<file path="src/rtl/l2_arbiter_if.sv">
// Wishbone-style 128-bit line bundle shared by the L1 miss ports and the L2 port.
// Latency: none (wires only); the master drives the request fields, the slave drives data and ack.
// Backpressure: the master holds cyc/stb and its fields until the slave returns ack.
interface l2_arbiter_if #(
    parameter int LINE_ADR_W = 12
);
    logic                  cyc;
    logic                  stb;
    logic                  we;
    logic [LINE_ADR_W-1:0] adr;
    logic [127:0]          dat_m;
    logic [127:0]          dat_s;
    logic [15:0]           sel;
    logic                  ack;

    modport master (output cyc, stb, we, adr, dat_m, sel, input dat_s, ack);
    modport slave  (input cyc, stb, we, adr, dat_m, sel, output dat_s, ack);
endinterface

</file>
<file path="src/rtl/l2_arbiter.sv">
// Two-way I/D L1 miss arbiter onto a single L2 port; ARB_ROUND_ROBIN_EN selects round-robin over fixed D priority.
// Latency: request -> l2 stb next cycle; l2 ack passes to the requester in the same cycle; re-grant two cycles after ack.
// Backpressure: one transaction in flight; the losing side simply holds its request until the arbiter returns to IDLE.
module l2_arbiter #(
    parameter int LINE_ADR_W = 12
) (
    input  logic          clk,
    input  logic          rst,
    l2_arbiter_if.slave   iwb,
    l2_arbiter_if.slave   dwb,
    l2_arbiter_if.master  l2wb
);

    typedef enum logic [1:0] {
        IDLE    = 2'd0,
        GRANT_I = 2'd1,
        GRANT_D = 2'd2
    } state_t;

    typedef struct packed {
        logic                  we;
        logic [LINE_ADR_W-1:0] adr;
        logic [15:0]           sel;
        logic [127:0]          dat;
    } req_t;

    localparam logic SIDE_I = 1'b0;
    localparam logic SIDE_D = 1'b1;

    state_t state;
    logic   last_grant;
    logic   abandon;
    logic   l2_cyc_q;
    logic   l2_we_q;
    req_t   req_q;

    logic   i_req;
    logic   d_req;
    logic   winner;
    logic   granted_cyc;
    logic   deliver;
    req_t   i_fields;
    req_t   d_fields;
    req_t   win_fields;

    assign i_req = iwb.cyc & iwb.stb;
    assign d_req = dwb.cyc & dwb.stb;

    assign i_fields = '{we: iwb.we, adr: iwb.adr, sel: iwb.sel, dat: iwb.dat_m};
    assign d_fields = '{we: dwb.we, adr: dwb.adr, sel: dwb.sel, dat: dwb.dat_m};

    // With no requester the winner just echoes last_grant; it is only consumed when a request exists.
    always_comb begin
        winner = last_grant;
        if (i_req && d_req) begin
`ifdef ARB_ROUND_ROBIN_EN
            winner = ~last_grant;
`else
            winner = SIDE_D;
`endif
        end else if (i_req) begin
            winner = SIDE_I;
        end else if (d_req) begin
            winner = SIDE_D;
        end
    end

    assign win_fields = (winner == SIDE_D) ? d_fields : i_fields;

    always_comb begin
        granted_cyc = 1'b0;
        if (state == GRANT_I) begin
            granted_cyc = iwb.cyc;
        end else if (state == GRANT_D) begin
            granted_cyc = dwb.cyc;
        end
    end

    always_ff @(posedge clk) begin
        if (rst) begin
            state      <= IDLE;
            last_grant <= SIDE_D;
            abandon    <= 1'b0;
            l2_cyc_q   <= 1'b0;
            l2_we_q    <= 1'b0;
            req_q      <= '0;
        end else begin
            case (state)
                IDLE: begin
                    if (i_req || d_req) begin
                        state      <= (winner == SIDE_D) ? GRANT_D : GRANT_I;
                        last_grant <= winner;
                        req_q      <= win_fields;
                        l2_cyc_q   <= 1'b1;
                        l2_we_q    <= win_fields.we;
                        abandon    <= 1'b0;
                    end
                end
                GRANT_I, GRANT_D: begin
                    if (l2wb.ack) begin
                        state    <= IDLE;
                        l2_cyc_q <= 1'b0;
                        l2_we_q  <= 1'b0;
                        abandon  <= 1'b0;
                    end else if (!granted_cyc) begin
                        // L2 cannot be cancelled mid-line; finish it and swallow the ack.
                        abandon <= 1'b1;
                    end
                end
                default: begin
                    state    <= IDLE;
                    l2_cyc_q <= 1'b0;
                    l2_we_q  <= 1'b0;
                    abandon  <= 1'b0;
                end
            endcase
        end
    end

    // Gating with rst keeps a write from leaking to L2 in the cycle reset is first sampled.
    assign l2wb.cyc   = l2_cyc_q & ~rst;
    assign l2wb.stb   = l2_cyc_q & ~rst;
    assign l2wb.we    = l2_we_q & ~rst;
    assign l2wb.adr   = req_q.adr;
    assign l2wb.dat_m = req_q.dat;
    assign l2wb.sel   = req_q.sel;

    assign deliver = l2wb.ack & granted_cyc & ~abandon & ~rst;

    assign iwb.ack   = deliver & (state == GRANT_I);
    assign dwb.ack   = deliver & (state == GRANT_D);
    assign iwb.dat_s = iwb.ack ? l2wb.dat_s : '0;
    assign dwb.dat_s = dwb.ack ? l2wb.dat_s : '0;

endmodule

</file>
<file path="src/flat_wrapper.sv">
// flat-port wrapper written by rule: the top's interface ports become plain ports
module l2_arbiter_flat 
#(
    parameter int LINE_ADR_W = 12
)
  (clk, rst, iwb_cyc, iwb_stb, iwb_we, iwb_adr, iwb_dat_m, iwb_sel, iwb_dat_s, iwb_ack, dwb_cyc, dwb_stb, dwb_we, dwb_adr, dwb_dat_m, dwb_sel, dwb_dat_s, dwb_ack, l2wb_cyc, l2wb_stb, l2wb_we, l2wb_adr, l2wb_dat_m, l2wb_sel, l2wb_dat_s, l2wb_ack);
  l2_arbiter_if #(.LINE_ADR_W(LINE_ADR_W)) iwb_i ();
  l2_arbiter_if #(.LINE_ADR_W(LINE_ADR_W)) dwb_i ();
  l2_arbiter_if #(.LINE_ADR_W(LINE_ADR_W)) l2wb_i ();
  input  logic clk;
  input  logic rst;
  input wire logic [$bits(iwb_i.cyc)-1:0] iwb_cyc;
  input wire logic [$bits(iwb_i.stb)-1:0] iwb_stb;
  input wire logic [$bits(iwb_i.we)-1:0] iwb_we;
  input wire logic [$bits(iwb_i.adr)-1:0] iwb_adr;
  input wire logic [$bits(iwb_i.dat_m)-1:0] iwb_dat_m;
  input wire logic [$bits(iwb_i.sel)-1:0] iwb_sel;
  output wire logic [$bits(iwb_i.dat_s)-1:0] iwb_dat_s;
  output wire logic [$bits(iwb_i.ack)-1:0] iwb_ack;
  input wire logic [$bits(dwb_i.cyc)-1:0] dwb_cyc;
  input wire logic [$bits(dwb_i.stb)-1:0] dwb_stb;
  input wire logic [$bits(dwb_i.we)-1:0] dwb_we;
  input wire logic [$bits(dwb_i.adr)-1:0] dwb_adr;
  input wire logic [$bits(dwb_i.dat_m)-1:0] dwb_dat_m;
  input wire logic [$bits(dwb_i.sel)-1:0] dwb_sel;
  output wire logic [$bits(dwb_i.dat_s)-1:0] dwb_dat_s;
  output wire logic [$bits(dwb_i.ack)-1:0] dwb_ack;
  output wire logic [$bits(l2wb_i.cyc)-1:0] l2wb_cyc;
  output wire logic [$bits(l2wb_i.stb)-1:0] l2wb_stb;
  output wire logic [$bits(l2wb_i.we)-1:0] l2wb_we;
  output wire logic [$bits(l2wb_i.adr)-1:0] l2wb_adr;
  output wire logic [$bits(l2wb_i.dat_m)-1:0] l2wb_dat_m;
  output wire logic [$bits(l2wb_i.sel)-1:0] l2wb_sel;
  input wire logic [$bits(l2wb_i.dat_s)-1:0] l2wb_dat_s;
  input wire logic [$bits(l2wb_i.ack)-1:0] l2wb_ack;
  assign iwb_i.cyc = iwb_cyc;
  assign iwb_i.stb = iwb_stb;
  assign iwb_i.we = iwb_we;
  assign iwb_i.adr = iwb_adr;
  assign iwb_i.dat_m = iwb_dat_m;
  assign iwb_i.sel = iwb_sel;
  assign iwb_dat_s = iwb_i.dat_s;
  assign iwb_ack = iwb_i.ack;
  assign dwb_i.cyc = dwb_cyc;
  assign dwb_i.stb = dwb_stb;
  assign dwb_i.we = dwb_we;
  assign dwb_i.adr = dwb_adr;
  assign dwb_i.dat_m = dwb_dat_m;
  assign dwb_i.sel = dwb_sel;
  assign dwb_dat_s = dwb_i.dat_s;
  assign dwb_ack = dwb_i.ack;
  assign l2wb_cyc = l2wb_i.cyc;
  assign l2wb_stb = l2wb_i.stb;
  assign l2wb_we = l2wb_i.we;
  assign l2wb_adr = l2wb_i.adr;
  assign l2wb_dat_m = l2wb_i.dat_m;
  assign l2wb_sel = l2wb_i.sel;
  assign l2wb_i.dat_s = l2wb_dat_s;
  assign l2wb_i.ack = l2wb_ack;
  l2_arbiter #(.LINE_ADR_W(LINE_ADR_W)) u_core (.clk(clk), .rst(rst), .iwb(iwb_i), .dwb(dwb_i), .l2wb(l2wb_i));
endmodule
</file>
<file path="config.mk">
export PLATFORM = sky130hd
export DESIGN_NAME = l2_arbiter_flat
export DESIGN_NICKNAME = d
export VERILOG_FILES = /design/src/rtl/l2_arbiter_if.sv /design/src/rtl/l2_arbiter.sv /design/src/flat_wrapper.sv
export SDC_FILE = /design/constraint.sdc
export NUM_CORES = 1
export LEC_CHECK = 0
export CORE_AREA = 3 3 332 334
export DETAILED_ROUTE_END_ITERATION = 10
export DIE_AREA = 0 0 335 337
export PLACE_DENSITY = 0.3
export REMOVE_ABC_BUFFERS = 1
export SLEW_MARGIN = 20
export SYNTH_ARGS = -nofsm -noshare
export SYNTH_HDL_FRONTEND = slang
export SYNTH_SLANG_ARGS = --single-unit
</file>
<file path="constraint.sdc">
create_clock -name clk -period 2.1 [get_ports clk]
set_input_delay 0.42 -clock clk [delete_from_list [all_inputs] [get_ports clk]]
set_output_delay 0.42 -clock clk [all_outputs]
set_load 0.03 [all_outputs]
</file>
==> results of run 1 <==
[what timing repair did]
| item | in CTS | in global routing |
|---|---|---|
| hold buffers | 0 | 0 |
| gates resized for setup | 182 | 294 |
| gates cloned | 4 | 15 |
| endpoints found under the setup margin | 274 | 271 |
| buffers inserted | 6 | 12 |
| pin swaps | 13 | 13 |
[logic make-up after synthesis]
kind of cell,after synthesis,synth area share
compound gates,168,0.167
fa+ha+maj,3,0.00427
buf+inv,119,0.0622
flops,162,0.369
mux,1,0.00114
simple gates,746,0.397
[final timing paths]
| check | startpoint | end | cells after the start |
|---|---|---|---|
| setup / recovery | u_core.state[1] | dwb_dat_s[98] | 9 |
| hold / removal | rst | u_core.l2wb.dat_m[22] | 3 |
| setup reg to reg | u_core.state[1] | u_core.l2wb.dat_m[78] | 10 |
| hold reg to reg | u_core.l2wb.dat_m[66] | u_core.l2wb.dat_m[66] | 2 |
[layout make-up]
class | instances | area, um^2 | area share
Multi-Input combinational cell | 918 | 5570 | 0.248
Antenna cell | 12 | 30.0 | 0.00134
Timing Repair Buffer | 988 | 11300 | 0.501
Tap cell | 1403 | 1760 | 0.0782
Clock buffer | 19 | 443 | 0.0197
Inverter | 2 | 7.51 | 0.000334
Sequential cell | 162 | 3250 | 0.145
Clock inverter | 13 | 148 | 0.00657
[worst max-delay path, delay by kind of cell, from the launching register on]
family | cells | cell delay, ns
buffers and inverters | 5 | 0.66
AOI/OAI and AO/OA | 1 | 0.23
adders and majority gates | 1 | 0.16
and+or+nand+nor | 2 | 0.36
DFF | 1 | 0.34
[registers in the layout, indices dropped and copies added (netlist names)]
signal,count
u_core.abandon,1
u_core.l2_cyc_q,1
u_core.l2_we_q,1
u_core.l2wb.adr,12
u_core.l2wb.dat_m,128
u_core.l2wb.sel,16
u_core.last_grant,1
u_core.state,2
[power by group]
group | leakage [nW] | total [mW] | internal [mW] | switching, mW
Sequential | 1.34 | 3.66 | 3.45 | 0.210
Combinational | 7.34 | 4.43 | 2.10 | 2.33
Clock | 0.286 | 3.39 | 1.71 | 1.69
[layout by cell type (no fill, tap or decap), types with 4 or more instances in the layout]
cell and n:
diode_2 12, a311oi_1 156, buf_8 19, clkdlybuf4s50_1 590
dlymetal6s2s_1 12, nand2_1 315, nor2_1 161, and2_4 206
and2_1 51, clkbuf_16 29, dfxtp_1 160, buf_12 86
buf_6 201, clkinv_4 4, buf_4 62, buf_16 6
[through the flow]
step / util / setup slack, ns / cell area (um^2) / power (mW)
floorplan: - / -3.26 / 8250 / 5.57
global placement: 0.184 / -0.598 / 19700 / 8.10
detailed placement: 0.184 / -0.589 / 19700 / 8.10
CTS: 0.197 / -0.623 / 21100 / 11.7
global route: 0.209 / -0.703 / 22400 / 12.1
finish: 0.210 / -0.598 / 22500 / 11.5
[routing by layer]
metal  global-route usage  wire length (um)  vias up
met1                0.124             27000     5858
met5                    0                72        -
met3               0.0592              7780      149
met4               0.0311              2180       10
li1                     -                 -     5833
met2                0.287             48500      624
==> run metrics, run 1 <==
status finished, violations left; failing checks setup timing; Worst Max-Slew Pin Slew 0.874 ns; GP Congestion 0.796; Horiz. Die Dim 335 um; ratio of total power to cell area 511 nW/um^2; area of the mapped netlist 8780 um^2; worst voltage drop across the vdd grid 629 uV; wire length of the first global-routing pass 108000 um; CP max stage cell dfxtp_2; pin count of the biggest net entering global routing 134; Final ANT Viol Nets 0; Overflow after GRT 0; number of nets in the layout 2541; area fraction of the dominant cell type after synthesis 0.369; Max Transition Viols Final 0; first-pass iteration count of the detailed router 4; Yosys warnings 0; fin crit period 2.70 ns; antenna violations before repair 61; fill cell total of the finished layout 11.9k; cells along the critical path inv_2 > ha_4 > nand3b_1 > a21oi_4 > buf_6 > buf_12 > clkbuf_16 > and2_1 > buf_6; endpoint kind of the worst setup timing path output pin; worst hold slack 0.311 ns; register area share after synthesis 0.369; arrival time of data at the critical path endpoint 2.28 ns; I/O pin count 866; setup slack, reg-to-reg 0.13 ns; RSZ-0062 raised after global routing yes; Netlist cell types 30; die extent in y 337 um; gr usage total 0.140; static leakage 8.97 nW; core area 107000 um^2; die outline area 113000 um^2; most area-hungry cell type in the Yosys netlist dfxtp_1; Max Cap Violations 0; Layout Cells excl Fill 3517; number of buffers added on ports 865; CTS H-tree lvls 4; Crit Path Category flip-flop to output pin; number of DRC markers in iteration 0 470; TritonCTS clock tree done; share of the cycle needed by the critical path after routing 1.28; startpoint kind of the worst setup timing path flip-flop; post-route setup TNS -139.00 ns; share of cells above drive strength 1 0.303; flip-flop cell with the highest count after synthesis dfxtp_1; number of design rule violations left after detail routing 0; cell repeated most along the worst path buf_6; number of CTS-inserted buffers 17; Std-Cell Rows 120; maximum clock frequency 0.371 GHz; ys async rst share 0; later-pin clock latency in the skew report 0.50 ns; area growth from synthesis to final layout 156%; DR vias 12.5k; Hold Vio Cnt, Final 0; main area contributors after synthesis dfxtp_1 37%, and2_1 18%, a311oi_1 16%; maximum count of clock buffers along a single path 2; mean number of vias per cell 3.55; placed wire-length estimate 69500 um; number of synthesized flops with an enable pin 0; Synth Instances 1199; max incr delay on CP 0.34 ns; clock tree root buffer cell clkbuf_16; number of global-route vias before repair 12.6k; Initial Utilization 0.0819; clock-pin slew reported for the worst setup and hold paths after clock tree synthesis 0.08 ns; top cells by instance count after synthesis 316 x nand2_1, 257 x and2_1, 162 x dfxtp_1; Finish-stage setup viols 258; data required time of the critical path 1.68 ns; most repeated cell in the gate-level netlist after synthesis nand2_1; worst setup skew after layout 0.0150 ns; Critical Path Fanout Max 13; # clock sinks 162; post-detailed-routing wire length 85600 um; average size of a mapped cell 7.33 um^2; min-delay worst type primary input to flip-flop; Slew headroom 0.417; setup ws final -0.598 ns; Placed Cells incl. Taps 3438; Routed wire per std cell 24.3 um; flip-flop and latch count after synthesis 162
Note: power is estimated with default switching activity, not from simulation.
==> run 2: changes to the inputs <==
--- a/config.mk
+++ b/config.mk
@@ -5,9 +5,9 @@
 export SDC_FILE = /design/constraint.sdc
 export NUM_CORES = 1
 export LEC_CHECK = 0
-export CORE_AREA = 3 3 332 334
+export CORE_AREA = 3 3 333 335
 export DETAILED_ROUTE_END_ITERATION = 10
-export DIE_AREA = 0 0 335 337
+export DIE_AREA = 0 0 336 338
 export PLACE_DENSITY = 0.3
 export REMOVE_ABC_BUFFERS = 1
 export SLEW_MARGIN = 20
==> run 2 against run 1 <==
Effect of this change:
- combinational power down 2%
- core utilization down 1.2 points
- final cell count is 0.45% higher
- the flow still finishes with violations (setup timing)
- die area grew 0.60%
- sequential power is essentially flat
- register-to-register slack improved by 0.02 ns
- worst setup slack gained 0.0099 ns
- maximum frequency is 0.37% higher
- largest power group unchanged
- via count shrank 2.0%
- first-iteration DRC count up 10%
==> run metrics, run 2 (synthesis results as in run 1) <==
RSZ-0062 raised after global routing yes; Crit Path Category primary input to output pin; Max Cap Violations 0; number of global-route vias before repair 12.5k; die extent in y 338 um; TritonCTS clock tree done; first-pass iteration count of the detailed router 4; fill cell total of the finished layout 12.2k; antenna violations before repair 58; DR vias 12.2k; CTS H-tree lvls 4; Slew headroom 0.434; most common cell after layout, fill and taps aside clkdlybuf4s50_1; static leakage 8.44 nW; mean number of vias per cell 3.46; ratio of total power to cell area 540 nW/um^2; Initial Utilization 0.0810; Hold Vio Cnt, Final 0; startpoint kind of the worst setup timing path primary input; number of CTS-inserted buffers 17; worst setup skew after layout 0.0291 ns; maximum count of clock buffers along a single path 2; pin count of the biggest net entering global routing 120; gr usage total 0.134; area growth from synthesis to final layout 144%; Critical Path Fanout Max 9; post-detailed-routing wire length 80000 um; hold buffers post-CTS 0; Std-Cell Rows 121; Final ANT Viol Nets 0; placed wire-length estimate 67000 um; I/O pin count 866; area taken by flip-flops and latches 3250 um^2; maximum clock frequency 0.372 GHz; max incr delay on CP 0.64 ns; setup ws final -0.589 ns; clock-pin slew reported for the worst setup and hold paths after clock tree synthesis 0.08 ns; Worst Max-Slew Pin Slew 0.850 ns; endpoint kind of the worst setup timing path output pin; Buffers & Inverters on Critical Path 5; number of DRC markers in iteration 0 517; failing checks setup timing; Max Transition Viols Final 0; area occupied by multi-input gates 5320 um^2; number of buffers added on ports 865; die outline area 114000 um^2; number of design rule violations left after detail routing 0; min-delay worst type primary input to flip-flop; leading cell types in the layout, fill and taps excluded 598 x clkdlybuf4s50_1, 315 x nand2_1, 161 x nor2_1; GP Congestion 0.800; Design Power 11.6 mW; share of the cycle needed by the critical path after routing 1.28; wire length of the first global-routing pass 105000 um; Overflow after GRT 0; worst voltage drop across the vdd grid 661 uV; share of cells above drive strength 1 0.251; Placement Setup Slack -0.599 ns; Routed wire per std cell 22.7 um; max FFs per register 128; Finish-stage setup viols 260; fin crit period 2.69 ns; data required time of the critical path 1.68 ns; # clock sinks 162; number of nets in the layout 2528; Horiz. Die Dim 336 um; later-pin clock latency in the skew report 0.51 ns; CP max stage cell clkdlybuf4s50_1; cells along the critical path clkdlybuf4s50_1 > nand2_4 > nor4b_4 > buf_6 > buf_12 > bufbuf_16 > and2_1 > buf_6; clock tree root buffer cell clkbuf_16; cell repeated most along the worst path buf_6; core area 108000 um^2; arrival time of data at the critical path endpoint 2.27 ns; status finished, violations left; cell family contributing the most delay on the critical path buffers and inverters
run 2: through the flow:
stage | hold slack [ns] | area, um^2 | setup TNS (ns) | cells | utilization
after floorplan | 0.470 | 8250 | -1260.35 | 1082 | -
after global placement | 0.484 | 19400 | -156.66 | 3450 | 0.179
after detailed placement | 0.491 | 19400 | -171.53 | 3450 | 0.179
after CTS | 0.267 | 20900 | -140.71 | 3498 | 0.193
after global routing | 0.292 | 21400 | -149.59 | 3519 | 0.197
final | 0.321 | 21400 | -132.43 | 3533 | 0.198
run 2: report_power, final:
part	switching (mW)	total, mW	internal [mW]
Clock	1.69	3.55	1.86
Sequential	0.216	3.66	3.45
Combinational	2.32	4.36	2.04
run 2: path summary, 6_finish.rpt:
path / from / to / slack [ns] / cells after the start
hold / removal: rst / u_core.l2wb.dat_m[111] / 0.32 / 3
hold reg to reg: u_core.l2wb.sel[15] / u_core.l2wb.sel[15] / 0.50 / 2
setup / recovery: iwb_cyc / iwb_dat_s[4] / -0.59 / 8
setup reg to reg: u_core.state[0] / u_core.l2wb.dat_m[99] / 0.15 / 8
run 2: tightest hold or removal path, cell delays in order:
cell,delay (ns)
buf_6,0.11
buf_4,0.20
a311oi_1,0.06
run 2: area by class of cell:
class,count,share of cell area
diodes,30,0.00350
clock buffers,19,0.0211
clock inverters,13,0.00753
inverters,2,0.000350
multi-input cells,918,0.248
flip-flops and latches,162,0.151
well taps,1414,0.0826
repair buffers,975,0.485
run 2: layer usage:
metal	share of wire	wire length (um)	up-vias	GRT usage
li1	-	-	5815	-
met1	0.34	26900	5700	0.129
met2	0.52	41600	584	0.240
met3	0.10	8380	111	0.0628
met4	0.038	3070	20	0.0679
met5	0.0017	133	-	0
run 2: timing repair:
action                                  4_1_cts  5_1_grt
buffers inserted                              8        5
endpoints found under the setup margin      275      274
resized for setup                           165      131
pin swaps                                     9        1
cloned                                        8        3
hold endpoints to repair                      0        0
